## config.mk

```make
export PLATFORM = sky130hd
export DESIGN_NAME = tone_sequencer
export DESIGN_NICKNAME = d
export VERILOG_FILES = /design/src/rtl/tone_sequencer.sv
export SDC_FILE = /design/constraint.sdc
export NUM_CORES = 1
export LEC_CHECK = 0
export ABC_AREA = 0
export BUFFER_PORTS_ARGS = -buffer_cell sky130_fd_sc_hd__buf_2
export CORE_MARGIN = 2
export CORE_UTILIZATION = 56
export DETAILED_ROUTE_END_ITERATION = 6
export PLACE_DENSITY = 0.8
export RECOVER_POWER = 50
export SYNTH_ARGS = -nofsm -noshare
export SYNTH_HDL_FRONTEND = slang
export SYNTH_SLANG_ARGS = --single-unit
```

## constraint.sdc

```tcl
create_clock -name clk_i -period 3.1 [get_ports clk_i]
set_clock_uncertainty 0.2 [all_clocks]
set_input_delay 0.775 -clock clk_i [delete_from_list [all_inputs] [get_ports clk_i]]
set_output_delay 0.775 -clock clk_i [all_outputs]
set_load 0.005 [all_outputs]
```

## src/rtl/tone_sequencer.sv

```systemverilog
// tone_sequencer: plays a short melody on the tone clock generator.
// It holds a writable table of {half-period, duration} entries. On start it plays the first len
// entries. Every note boundary reloads maxval and pulses the generator reset for one cycle.
// A period of 0 is a rest. Playback can run once or loop, and stop aborts it.
//
// Ports:
//   clk_i, reset               clock, synchronous active-high reset
//   wr_en/wr_addr/wr_period/wr_dur   table write port (any state)
//   len, loop                  playback length and loop mode, sampled on accepted start
//   start, stop, tick          control strobes and duration time base
//   maxval_o, gen_reset_o      clkgen programming
//   tone_en_o, busy_o, done_o, note_idx_o   status
module tone_sequencer #(
  parameter int unsigned N  = 16,
  parameter int unsigned DW = 16,
  parameter int unsigned AW = 4
) (
  input  logic          clk_i,
  input  logic          reset,
  input  logic          wr_en,
  input  logic [AW-1:0] wr_addr,
  input  logic [N-1:0]  wr_period,
  input  logic [DW-1:0] wr_dur,
  input  logic [AW:0]   len,
  input  logic          loop,
  input  logic          start,
  input  logic          stop,
  input  logic          tick,
  output logic [N-1:0]  maxval_o,
  output logic          gen_reset_o,
  output logic          tone_en_o,
  output logic          busy_o,
  output logic          done_o,
  output logic [AW-1:0] note_idx_o
);

  localparam int unsigned Depth = 2 ** AW;
  localparam logic [AW:0] LenMax = (AW + 1)'(Depth);

  typedef enum logic [1:0] {StIdle, StLoad, StPlay} state_e;

  state_e        state_q;
  logic [N-1:0]  period_mem_q [Depth];
  logic [DW-1:0] dur_mem_q    [Depth];
  logic [AW:0]   len_q;
  logic          loop_q;
  logic [AW-1:0] idx_q;
  logic [DW-1:0] dur_q;
  logic [DW-1:0] cnt_q;
  logic [N-1:0]  maxval_q;
  logic          gen_reset_q;
  logic          tone_en_q;
  logic          busy_q;
  logic          done_q;

  logic [AW:0] len_clamped;
  logic        note_end;
  logic        last_note;

  assign len_clamped = (len > LenMax) ? LenMax : len;
  // dur=0 ends the note immediately; otherwise end on the cycle the dur-th tick arrives.
  assign note_end    = (dur_q == '0) || (tick && ((cnt_q + DW'(1)) == dur_q));
  assign last_note   = (({1'b0, idx_q} + (AW + 1)'(1)) == len_q);

  // Note table; a LOAD in the same cycle as a write to that entry reads the old contents.
  always_ff @(posedge clk_i) begin
    if (reset) begin
      for (int unsigned i = 0; i < Depth; i++) begin
        period_mem_q[i] <= '0;
        dur_mem_q[i]    <= '0;
      end
    end else if (wr_en) begin
      period_mem_q[wr_addr] <= wr_period;
      dur_mem_q[wr_addr]    <= wr_dur;
    end
  end

  always_ff @(posedge clk_i) begin
    if (reset) begin
      state_q     <= StIdle;
      len_q       <= '0;
      loop_q      <= 1'b0;
      idx_q       <= '0;
      dur_q       <= '0;
      cnt_q       <= '0;
      maxval_q    <= '0;
      gen_reset_q <= 1'b1;
      tone_en_q   <= 1'b0;
      busy_q      <= 1'b0;
      done_q      <= 1'b0;
    end else begin
      done_q <= 1'b0;
      unique case (state_q)
        StIdle: begin
          if (start && !stop) begin
            len_q  <= len_clamped;
            loop_q <= loop;
            idx_q  <= '0;
            if (len_clamped == '0) begin
              done_q <= 1'b1;
            end else begin
              state_q <= StLoad;
              busy_q  <= 1'b1;
            end
          end
        end
        StLoad: begin
          if (stop) begin
            state_q <= StIdle;
            busy_q  <= 1'b0;
          end else begin
            state_q     <= StPlay;
            maxval_q    <= period_mem_q[idx_q];
            dur_q       <= dur_mem_q[idx_q];
            tone_en_q   <= (period_mem_q[idx_q] != '0);
            cnt_q       <= '0;
            gen_reset_q <= 1'b0;
          end
        end
        StPlay: begin
          if (stop) begin
            state_q     <= StIdle;
            busy_q      <= 1'b0;
            gen_reset_q <= 1'b1;
            tone_en_q   <= 1'b0;
          end else begin
            if (tick) begin
              cnt_q <= cnt_q + DW'(1);
            end
            if (note_end) begin
              gen_reset_q <= 1'b1;
              tone_en_q   <= 1'b0;
              if (!last_note) begin
                idx_q   <= idx_q + AW'(1);
                state_q <= StLoad;
              end else if (loop_q) begin
                idx_q   <= '0;
                state_q <= StLoad;
              end else begin
                state_q <= StIdle;
                busy_q  <= 1'b0;
                done_q  <= 1'b1;
              end
            end
          end
        end
        default: begin
          state_q <= StIdle;
        end
      endcase
    end
  end

  assign maxval_o    = maxval_q;
  assign gen_reset_o = gen_reset_q;
  assign tone_en_o   = tone_en_q;
  assign busy_o      = busy_q;
  assign done_o      = done_q;
  assign note_idx_o  = idx_q;

endmodule

```

==> key figures <==
Yosys
  – Mapped Area: 0.02630 mm2
  – Post-synth cell types: 57
  – Top_reg_cell synth: edfxtp_1
  – Post-synth EDFFs: 512
  – Syn nets: 1881
  – Number of synthesized register bits: 580
  – Share of flip-flops with an asynchronous set or reset: 0%
  – YS warnings: 0
  – Syn Inst Count: 1827
  – Syn_area_per_cell: 14.40 um2
  – Register area share after synthesis: 63.63%

Routing
  – WL/cell: 25.88 um
  – DR pass1 iterations: 5
  – WL final: 65720 um
  – Residual DRC count: 0
  – Vias per cell: 6.257
  – First DRT Iteration DRCs: 1939
  – Via count: 15890
  – ANT nets after route: 0

Die
  – Die Ht: 220.7 um
  – Row Count: 79
  – IO Count: 72
  – Die span in x: 220.7 um
  – Initial core utilization: 56.61%
  – Full die area: 0.04872 mm2
  – Core ar.: 0.04646 mm2

Global routing
  – Initial antenna violation count: 5
  – Vias in the first global route: 16160
  – Overall Global Routing Usage: 27.75%
  – First-pass GRT wire length: 98350 um
  – Largest net degree at the start of global routing: 67
  – Total grt overflow: 0

Worst hold path
  – Worst Hold Class: primary input to register

CTS
  – Clock Tree Buf Depth: 3
  – Htree depth: 2
  – CTS sink cnt: 580
  – CTS tree: yes
  – CTS root buffer: clkbuf_16
  – Clock latency on the worst-skew pair: 0.62 ns
  – Setup bufs post-CTS: 0
  – Clock transition at the registers of the reported paths: 0.06 ns
  – Total CTS buffers: 57
  – CTS Hold Bufs: 0

Critical path
  – Worst endpoint required time: 3.37 ns
  – Crit path arrival time: 3.31 ns
  – WS Path Type: register to register
  – Max FO, Critical Path: 21
  – Setup crit start kind: register
  – Crit. End Element: register

STA
  – Final TNS setup: 0 ns
  – Worst-margin pin slew: 1.591 ns
  – Final Critical Period: 3.045 ns
  – Max-slew violations: 50
  – Slew margin rel.: -6.045%
  – Period utilisation layout: 98.22%
  – Final hold violations: 0
  – Final setup vio count: 0
  – Max Freq: 328.4 MHz
  – Min setup slack post-route: 0.05527 ns

Power and ir drop
  – Worst vdd ir: 0.5401 mV
  – PwrDens: 568.8 mW/mm2
  – Leakage power figure: 9.998 nW

Layout
  – Syn-to-layout area delta: 11.59%
  – Final core occ: 63.18%
  – Proportion of layout cells with a drive suffix above 1: 21.39%
  – Nets: 1943
  – Final std cells w/o fill: 2540
  – Most frequent cells in the layout: 512 x edfxtp_1, 417 x and2_1, 144 x mux4_2, 104 x nand2_1, 99 x and2_0
  – Most common cell after layout, fill and taps aside: edfxtp_1
  – Fillers: 3270

Placed design
  – PortBufs: 71
  – Placed insts: 2437
  – Worst Setup Slack post-DPL: -0.1077 ns
  – GPL Wtd Cong: 0.8758
  – DPL Wire Length: 38320 um

Job
  – Max cap viols: 3

Run status
  – Failing checks: max-capacitance violations, max-slew violations
  – Status: finished with violations
-- state kept, by name (all words and copies together) (netlist names), named ones only --
register and flops:
len_q 5, state_q 2, period_mem_q 256, dur_q 16, done_o 1, gen_reset_o 1
busy_o 1, note_idx_o 4, dur_mem_q 256, cnt_q 16, loop_q 1, tone_en_o 1
maxval_o 16
-- Yosys cell counts, drive strengths merged (6+ instances only) --
master    n  area share, %
and2    516             12
edfxtp  512             58
mux4    144             12
clkbuf  130            1.9
nand2   104            1.5
dfxtp    68            5.2
nor2     53           0.76
a21oi    52           0.99
a22oi    37            1.1
buf      20           0.31
or2      18           0.43
nor4     17           0.40
xnor2    17           0.57
o21ai    16           0.30
nor3     11           0.21
nand4    10           0.32
nor2b     9           0.21
xor2      8           0.27
nand3     7           0.13
ha        6           0.29
nand2b    6           0.14
nor3b     6           0.17
-- worst max-delay path, cell delays in order, from the launching register on --
cell and delay, ns:
dfxtp_4 0.41, buf_12 0.23, mux4_2 0.53, a22oi_1 0.38, nand2_1 0.17, nor4_2 0.52, nand4_1 0.24, nand2_1 0.12
a21oi_1 0.07
-- metrics by stage --
stage / total power, mW / cell area (um2) / hold slack, ns
6_report: 16.69 / 29350 / 0.1947
3_5_place_dp: 10.32 / 27710 / 0.2477
2_1_floorplan: 9.829 / 26310 / 0.2527
4_1_cts: 16.74 / 29450 / 0.1843
5_1_grt: 17.17 / 29350 / 0.1953
3_3_place_gp: 10.25 / 27710 / 0.2438
-- final cells by class --
type / count / area (um2) / area share, %
repair buffers: 153 / 1008 / 3.436
well taps: 607 / 759.5 / 2.588
clock buffers: 72 / 1504 / 5.124
inverters: 5 / 18.77 / 0.06395
diodes: 2 / 5.005 / 0.01705
flip-flops and latches: 580 / 16760 / 57.09
multi-input cells: 1092 / 9072 / 30.91
clock inverters: 29 / 225.2 / 0.7674
-- power breakdown --
| part | internal, mW | switching [mW] |
|---|---|---|
| clock network | 3.66 | 2.87 |
| logic | 0.400 | 0.680 |
| registers | 8.93 | 0.151 |
| total | 13.0 | 3.71 |
-- cells by family after synthesis --
kind of cell | share of synthesized area (%)
adders and majority gates | 0.2854
DFF | 63.63
and+or+nand+nor | 17.21
AOI/OAI and AO/OA | 3.202
muxes | 12.52
xor gates and xnor gates | 0.9181
buffers and inverters | 2.236
-- repair_timing --
action	in CTS	in global routing
resized for setup	4	16
endpoints found under the setup margin	6	3
pin swaps	1	2
cloned	0	0
-- worst paths after layout --
| path | end | cells after the start | from | slack [ns] |
|---|---|---|---|---|
| setup / recovery | tone_en_o$_SDFFE_PP0P_ | 8 | register | 0.06 |
| hold / removal | loop_q$_SDFFE_PP0P_ | 3 | loop | 0.19 |
| setup reg to reg | tone_en_o$_SDFFE_PP0P_ | 8 | register | 0.06 |
| hold reg to reg | maxval_o[1]$_SDFFE_PP0P_ | 2 | maxval_o[1]$_SDFFE_PP0P_ | 0.25 |
-- layer usage --
metal | GRT usage, % | up-vias | share of wire (%) | wire, um
met5 | 0 | - | 0.020 | 13
li1 | - | 6822 | - | -
met3 | 7.409 | 111 | 11 | 7260
met4 | 7.667 | 2 | 2.2 | 1465
met1 | 37.47 | 8056 | 38 | 24980
met2 | 44.90 | 902 | 49 | 32000
(Power assumes the default switching activity.)
